## src/rtl/fv_req_arbiter_pkg.sv

```systemverilog
// Shared definitions for the FV read-request arbiter: sizing constants,
// the read command sent to the FV bank controller, and the FSM state codes.
`ifndef Num_Edge_PE
`define Num_Edge_PE 4
`endif
`ifndef Max_FV_num
`define Max_FV_num 256
`endif

package fv_req_arbiter_pkg;

   localparam int NUM_EDGE_PE = `Num_Edge_PE;
   localparam int MAX_FV_NUM  = `Max_FV_num;
   localparam int FV_ADDR_W   = $clog2(MAX_FV_NUM);
   localparam int PE_TAG_W    = (NUM_EDGE_PE > 1) ? $clog2(NUM_EDGE_PE) : 1;

   // Read command towards the FV bank controller
   typedef struct packed {
      logic                 valid;
      logic [FV_ADDR_W-1:0] FV_Bank_addr;
      logic [PE_TAG_W-1:0]  PE_tag;
   } FV_MEM_CNTL2FV_Bank_CNTL;

   // Arbiter FSM states
   typedef logic [1:0] fv_state_t;
   localparam fv_state_t ST_IDLE   = 2'd0;
   localparam fv_state_t ST_ISSUE  = 2'd1;
   localparam fv_state_t ST_START  = 2'd2;
   localparam fv_state_t ST_STREAM = 2'd3;

endpackage

```

## src/rtl/fv_req_arbiter_rr_arbiter.sv

```systemverilog
// Round-robin arbiter: picks the first requester after the last granted
// index and remembers the winner when the grant is consumed.
module rr_arbiter
   import fv_req_arbiter_pkg::*;
#(
   parameter  int NUM_PE = NUM_EDGE_PE,
   localparam int IDX_W  = (NUM_PE > 1) ? $clog2(NUM_PE) : 1
) (
   input  logic              clk,
   input  logic              rst_n,
   input  logic [NUM_PE-1:0] req_i,
   input  logic              gnt_en_i,
   output logic [NUM_PE-1:0] gnt_o,
   output logic [IDX_W-1:0]  gnt_idx_o
);

   logic [IDX_W-1:0] ptr_q, ptr_d;
   logic [IDX_W-1:0] cand_idx;
   int               cand;

   // Scan from farthest to nearest so the PE right after ptr_q wins
   always_comb begin
      gnt_o     = '0;
      gnt_idx_o = '0;
      cand      = 0;
      cand_idx  = '0;
      for (int k = NUM_PE; k >= 1; k--) begin
         cand     = (int'(ptr_q) + k) % NUM_PE;
         cand_idx = IDX_W'(cand);
         if (req_i[cand_idx]) begin
            gnt_o           = '0;
            gnt_o[cand_idx] = 1'b1;
            gnt_idx_o       = cand_idx;
         end
      end
   end

   // Pointer advances only when the grant is actually taken
   always_comb begin
      ptr_d = ptr_q;
      if (gnt_en_i && (|req_i)) ptr_d = gnt_idx_o;
   end

   // Pointer starts at the last PE so PE 0 is first after reset
   always_ff @(posedge clk or negedge rst_n) begin
      if (!rst_n) ptr_q <= IDX_W'(NUM_PE - 1);
      else        ptr_q <= ptr_d;
   end

endmodule

```

## src/rtl/fv_req_arbiter.sv

```systemverilog
// FV read-request arbiter: one pending slot per Edge PE, round-robin issue
// of single read commands to the FV bank controller, paced by the bank's
// stream handshake and held off while an FV_MEM write stream is open.
module fv_req_arbiter
   import fv_req_arbiter_pkg::*;
#(
   parameter int NUM_PE = NUM_EDGE_PE,
   parameter int ADDR_W = $clog2(MAX_FV_NUM)
) (
   input  logic                          clk,
   input  logic                          reset,
   input  logic [NUM_PE-1:0]             req_valid,
   input  logic [NUM_PE-1:0][ADDR_W-1:0] req_addr,
   output logic [NUM_PE-1:0]             req_ready,
   input  logic                          fv_wr_sos,
   input  logic                          fv_wr_eos,
   input  logic                          bank_busy,
   output FV_MEM_CNTL2FV_Bank_CNTL       FV_MEM_CNTL2FV_Bank_CNTL_out,
   output logic                          idle
);

   localparam int IDX_W = (NUM_PE > 1) ? $clog2(NUM_PE) : 1;

   fv_state_t                     state_q, state_d;
   logic [NUM_PE-1:0]             occ_q, occ_d;
   logic [NUM_PE-1:0][ADDR_W-1:0] addr_q;
   logic                          win_q, win_d;
   FV_MEM_CNTL2FV_Bank_CNTL       out_q, out_d;

   logic [NUM_PE-1:0] capture;
   logic [NUM_PE-1:0] gnt_oh;
   logic [IDX_W-1:0]  gnt_idx;
   logic [ADDR_W-1:0] gnt_addr;
   logic              issue_go;

   assign capture = req_valid & ~occ_q;

   // Window state after this edge; eos wins so sos+eos together stay closed
   always_comb begin
      win_d = win_q;
      if (fv_wr_eos)      win_d = 1'b0;
      else if (fv_wr_sos) win_d = 1'b1;
   end

   // Issue only from IDLE with work pending and no write stream open or opening;
   // looking at win_d lets the issue follow eos by a single cycle
   always_comb begin
      issue_go = (state_q == ST_IDLE) && (|occ_q) && !fv_wr_sos && !win_d;
   end

   rr_arbiter #(
      .NUM_PE (NUM_PE)
   ) u_rr (
      .clk       (clk),
      .rst_n     (reset),
      .req_i     (occ_q),
      .gnt_en_i  (issue_go),
      .gnt_o     (gnt_oh),
      .gnt_idx_o (gnt_idx)
   );

   // One-hot mux of the winning slot address
   always_comb begin
      gnt_addr = '0;
      for (int i = 0; i < NUM_PE; i++) begin
         if (gnt_oh[i]) gnt_addr = addr_q[i];
      end
   end

   // FSM: IDLE -> ISSUE -> START -> STREAM, back to IDLE on the bank's last beat
   always_comb begin
      state_d = state_q;
      case (state_q)
         ST_IDLE:   if (issue_go) state_d = ST_ISSUE;
         ST_ISSUE:  state_d = ST_START;
         ST_START:  state_d = ST_STREAM;
         ST_STREAM: if (!bank_busy) state_d = ST_IDLE;
         default:   state_d = ST_IDLE;
      endcase
   end

   // The command is loaded on entry to ISSUE so it is driven from flops during ISSUE
   always_comb begin
      out_d = '0;
      if (issue_go) begin
         out_d.valid        = 1'b1;
         out_d.FV_Bank_addr = FV_ADDR_W'(gnt_addr);
         out_d.PE_tag       = PE_TAG_W'(gnt_idx);
      end
   end

   // Issued slot frees on leaving ISSUE, so its ready rises in START
   always_comb begin
      occ_d = occ_q;
      if (state_q == ST_ISSUE) occ_d[out_q.PE_tag] = 1'b0;
      occ_d = occ_d | capture;
   end

   // Control state with asynchronous active-low reset
   always_ff @(posedge clk or negedge reset) begin
      if (!reset) begin
         state_q <= ST_IDLE;
         occ_q   <= '0;
         win_q   <= 1'b0;
         out_q   <= '0;
      end else begin
         state_q <= state_d;
         occ_q   <= occ_d;
         win_q   <= win_d;
         out_q   <= out_d;
      end
   end

   // Slot addresses are plain data, qualified by occ_q
   always_ff @(posedge clk) begin
      for (int i = 0; i < NUM_PE; i++) begin
         if (capture[i]) addr_q[i] <= req_addr[i];
      end
   end

   assign req_ready                    = ~occ_q;
   assign idle                         = !(|occ_q) && (state_q == ST_IDLE) && !win_q;
   assign FV_MEM_CNTL2FV_Bank_CNTL_out = out_q;

endmodule

```

## config.mk

```make
export PLATFORM = sky130hd
export DESIGN_NAME = fv_req_arbiter
export DESIGN_NICKNAME = d
export VERILOG_FILES = /design/src/rtl/fv_req_arbiter_pkg.sv /design/src/rtl/fv_req_arbiter_rr_arbiter.sv /design/src/rtl/fv_req_arbiter.sv
export SDC_FILE = /design/constraint.sdc
export NUM_CORES = 1
export LEC_CHECK = 0
export ABC_AREA = 1
export BUFFER_PORTS_ARGS = -buffer_cell sky130_fd_sc_hd__buf_2
export CAP_MARGIN = 40
export CORE_MARGIN = 2
export CORE_UTILIZATION = 25
export CTS_BUF_LIST = sky130_fd_sc_hd__clkbuf_4
export CTS_CLUSTER_SIZE = 28
export DETAILED_ROUTE_END_ITERATION = 10
export GPL_TIMING_DRIVEN = 1
export PLACE_DENSITY = 0.4
export SYNTH_ARGS = -nofsm -noshare
export SYNTH_HDL_FRONTEND = slang
export SYNTH_SLANG_ARGS = --single-unit
```

## constraint.sdc

```tcl
create_clock -name clk -period 2.9 [get_ports clk]
set_input_delay 0.145 -clock clk [delete_from_list [all_inputs] [get_ports clk]]
set_output_delay 0.145 -clock clk [all_outputs]
set_load 0.02 [all_outputs]
```

# Word level (Yosys, flattened, before mapping)
# Index checks and enable logic that the tools add are counted.
# op_classes
add_sub_neg,4
n_lt_le_gt_ge,10
n_eq_ne,5
muxes,37
n_bitwise,5
reduce_logical,18
# op_table
op,count
two-way mux 8 bit,4
two-way mux 4 bit,5
< comparator 2 x 3 -> 1 bit (second input constant),5
two-way mux 2 bit,6
logical AND 1 bit,11
two-way mux 1 bit,11
two-way mux 11 bit,1
demux 1 bit (select 2 bit),5
greater-or-equal comparator 2 x 1 -> 1 bit (second input constant),5
bitwise AND 4 bit,2
binary-select mux 1 bit (select 2 bit),4
inverter 4 bit,2
case mux 2 bit (4 select lines),1
adder 2 x 1 -> 2 bit (second input constant),2
adder 2 bit (second input constant),2
== test 2 bit (second input constant),2
zero test 1 bit,4
OR 4 bit,1
OR reduction 4 bit,1
== test 2 x 1 -> 1 bit (second input constant),1
zero test 2 bit,1
inequality test 2 x 1 -> 1 bit (second input constant),1
inequality test 2 bit (second input constant),1
AND reduction 2 bit,1
# totals
ff_bits,52
input_bits,41
output_inout_bits,16
elab_cells,90

# Logic depth before layout (Yosys ltp)
# logic_depth
word_depth,14
mapped_depth,14
ltp_nobuf,14

# Hierarchy
# From an unflattened synthesis, not the netlist that was laid out.
# unflattened
cells_unflattened,263
hier_area_um2,2509.9
# modules_own_cells
mod,n_inst,cells_per_inst,area_per_inst_um2,seq_area_each_um2
fv_req_arbiter,1,168,1998.2,1411.4
rr_arbiter,1,95,511.7,52.6

# Least setup slack after synthesis
# Ideal clock, no wire load.
# synth_timing
kind,register to register
start,register u_rr.ptr_q[0]
end,register out_q (netlist bit FV_MEM_CNTL2FV_Bank_CNTL_out[8])
setup_time_ps,122
t_arrival_ps,2028
required_time_ps,2778
slack_ps,750
stages_incl_launch_ff,13
n_path_buf,1
synth_period_minus_slack_ps,2150
cell_sequence,dfstp_2 inv_2 ha_1 inv_1 nand3_1 nand2_2 nor2_2 nand2_1 nand3_2 o21ai_4 buf_6 o21ai_1 a21oi_2
# synth_lines
item,line_no,source
start: declaration,fv_req_arbiter_rr_arbiter.sv:17,"logic [IDX_W-1:0] ptr_q, ptr_d;"
start signal: assignment,fv_req_arbiter_rr_arbiter.sv:46,if (!rst_n) ptr_q <= IDX_W'(NUM_PE - 1);
start signal: assignment,fv_req_arbiter_rr_arbiter.sv:47,else ptr_q <= ptr_d;
end signal: assignment,fv_req_arbiter.sv:110,out_q <= out_d;
end: declaration,fv_req_arbiter.sv:28,"FV_MEM_CNTL2FV_Bank_CNTL out_q, out_d;"

==> flow_summary.json <==
{
  "run_status": "finished, final reports clean",
  "overflow": 0,
  "fillerInstances": 1091,
  "clock_insertion_delay_worst_skew_ps": 370,
  "worst_clock_skew_ps": 11.88,
  "viasPerCell": 4.087,
  "grt_setup_unrepaired": "no",
  "fin_hold_ws_ps": 37.43,
  "endpoint_kind_of_the_worst_setup_timing_path": "flop",
  "ir_drop_mv": 0.3924,
  "min_path_type": "in2reg",
  "sequential_to_total_area_share_from_yosys_stat_pct": 54.47,
  "mappedNetlistArea_sq_um": 2688,
  "fp.dieArea_sq_um": 11600,
  "postLayoutSetupSlackWorst_ps": 412.4,
  "syn-instance-count": 273,
  "core_box_area_sq_um": 10370,
  "wl_per_cell_um": 12.58,
  "start_util_pct": 25.92,
  "antennaDiodeCount": 0,
  "placed_area_sq_um": 3108,
  "synth-seq-cells": 52,
  "clk_pin_slew_worst_paths_ps": 150,
  "placement.setup.worst_slack_ps": 421.7,
  "placed_wire_length_estimate_after_detailed_placement_mm": 4.979,
  "cts_made_buffers": 5,
  "grt_antenna_before_repair": 0,
  "synthToLayoutAreaGrowth_pct": 31.42,
  "via_count_of_the_first_global_routing_pass": 2190,
  "timing.critical_path.cells": "inv_2, ha_1, inv_1, nand3_1, nand2_2, nand3_1, nand3_1, nand2_1, nand2_1, nand2_1, nand2_1, nand2_1, a21oi_1",
  "drc": 0,
  "maxClockFrequency_mhz": 402.0,
  "setup_viol": 0,
  "detailedRoute.firstIterationViolations": 55,
  "die_x_um": 107.7,
  "cp_max_fo": 11,
  "routed_met2_length_mm": 3.080,
  "slowest_cell_delay_on_critical_path_ps": 670,
  "drive_gt1_share_pct": 26.56,
  "leading_cell_types_in_the_layout_fill_and_taps_excluded": "sky130_fd_sc_hd__nand2_1 (61), sky130_fd_sc_hd__buf_2 (56), sky130_fd_sc_hd__dlygate4sd3_1 (34)",
  "worst_ep_required_time_ps": 3200,
  "yosys.cell_types.count": 30,
  "timing.critical_path.mode_cell": "sky130_fd_sc_hd__nand2_1",
  "post-route-min-period_ps": 2488,
  "yosysWarningCount": 0,
  "io_buffer_count": 56,
  "highest_layer": "met4",
  "vias_post_dr": 2064,
  "met3WireLength_um": 145,
  "cts_root_buf": "sky130_fd_sc_hd__clkbuf_4",
  "cts_max_path_buffers": 2,
  "largest_net_degree_at_the_start_of_global_routing": 21,
  "syn_area_per_cell_sq_um": 9.845,
  "worst-endpoint-arrival_ps": 2780,
  "drtAntennaViolNets": 0,
  "finalInstanceArea_sq_um": 3532,
  "regArea_sq_um": 1464,
  "hold_viol": 0,
  "area_of_the_multi_input_gates_sq_um": 996.0,
  "grt.total_usage_pct": 11.68,
  "layout_worst_path_cycle_share_pct": 85.78,
  "place.gp.congestion": 0.8772,
  "timing_worst_slew_pin_value_ps": 805.2,
  "start_kind": "flop",
  "crit_type": "reg2reg",
  "finalWirelength_mm": 6.355,
  "power_leakage_nw": 1.667,
  "final_common_cell": "sky130_fd_sc_hd__nand2_1",
  "number_of_h_tree_levels": 2,
  "cp_slowest_cell": "sky130_fd_sc_hd__dfstp_2",
  "wl_met1_mm": 3.060,
  "grt_pass1_wl_mm": 10.60,
  "post_cts_resized": 0,
  "drtPass1Iterations": 4,
  "postSynthNetCount": 326,
  "clock-sinks": 52,
  "tritoncts": "yes",
  "fin_setup_tns_ps": 0,
  "layout.nets": 421,
  "max_slew_margin_pct": 46.12,
  "ioPinCount": 57,
  "power_density_nw_per_um2": 1182,
  "max-cap-violations": 0,
  "dieHeight_um": 107.7,
  "maxSlewViolCount": 0,
  "placement_rows": 37
}
[worst paths after layout]
check | startpoint | end | slack, ps | depth (start not counted)
setup / recovery | u_rr.ptr_q[0] | FV_MEM_CNTL2FV_Bank_CNTL_out[5] | 410 | 13
hold / removal | req_valid[1] | occ_q[1] | 40 | 3
setup reg to reg | u_rr.ptr_q[0] | FV_MEM_CNTL2FV_Bank_CNTL_out[5] | 410 | 13
hold reg to reg | addr_q[26] | FV_MEM_CNTL2FV_Bank_CNTL_out[4] | 540 | 2
max in group asynchronous | reset | u_rr.ptr_q[0] | 2290 | 2
min in group asynchronous | reset | FV_MEM_CNTL2FV_Bank_CNTL_out[5] | 250 | 2
[flip-flops by register name (all words and copies together) (netlist names)]
register	flops
FV_MEM_CNTL2FV_Bank_CNTL_out	11
addr_q	32
occ_q	4
state_q	2
u_rr.ptr_q	2
win_q	1
[repair_timing]
item / in CTS / in global routing
setup endpoints to repair: 0 / 0
setup buffers: 0 / 0
hold endpoints to repair: 51 / 0
hold buffers: 34 / 0
[through the flow]
step / utilization [%] / cells / total power, mW
after floorplan: - / 273 / 3.258
after global placement: 29.83 / 461 / 3.786
after detailed placement: 29.97 / 463 / 3.764
after CTS: 34.06 / 505 / 4.234
after global routing: 34.06 / 505 / 4.586
final: 34.06 / 505 / 4.174
[critical path, delay by kind of cell (launching register included)]
kind / cells / cell delay, ps
AO/OA/AOI/OAI: 1 / 170
adder cells (fa/ha/maj): 1 / 370
AND/OR/NAND/NOR: 9 / 950
flip-flops: 1 / 670
buffers and inverters: 2 / 260
[where the power goes]
| part | internal (mW) | switching, mW |
|---|---|---|
| logic | 0.865 | 1.83 |
| registers | 0.953 | 0.103 |
| clock network | 0.195 | 0.231 |
| total | 2.01 | 2.16 |
[cell type report]
type	count	share of cell area, %
Sequential cell	52	41.45
Multi-Input combinational cell	170	28.20
Timing Repair Buffer	92	18.00
Inverter	47	5.172
Tap cell	136	4.818
Clock buffer	6	1.275
Clock inverter	2	1.098
[synthesized netlist by cell type (all sizes together)]
cell | instances | area share (%)
dfstp | 2 | 2.0
nand3 | 31 | 7.2
o21ai | 17 | 3.6
edfxtp | 32 | 36
ha | 12 | 5.6
buf | 4 | 1.7
clkinv | 9 | 1.3
nand4 | 2 | 0.47
inv | 38 | 5.5
a21oi | 13 | 3.4
or2 | 2 | 0.47
o21bai | 2 | 0.56
nand2 | 72 | 13
nor2 | 12 | 1.8
a22oi | 1 | 0.28
dfrtp | 18 | 17
nor3 | 6 | 1.1
[kinds of logic (layout without fill, tap and decap cells)]
logic type | Yosys count | after routing | synth area share, %
simple gates | 125 | 125 | 23.65
fa+ha+maj | 12 | 12 | 5.586
buf+inv | 51 | 147 | 8.473
compound gates | 33 | 33 | 7.822
flops | 52 | 52 | 54.47
[routing by layer]
layer  track usage, %  up-vias
met3            1.998        6
li1                 -     1074
met2            19.63       32
met4            3.022        0
met5                0        -
met1            15.53      952
Note: power is estimated with default switching activity, not from simulation.
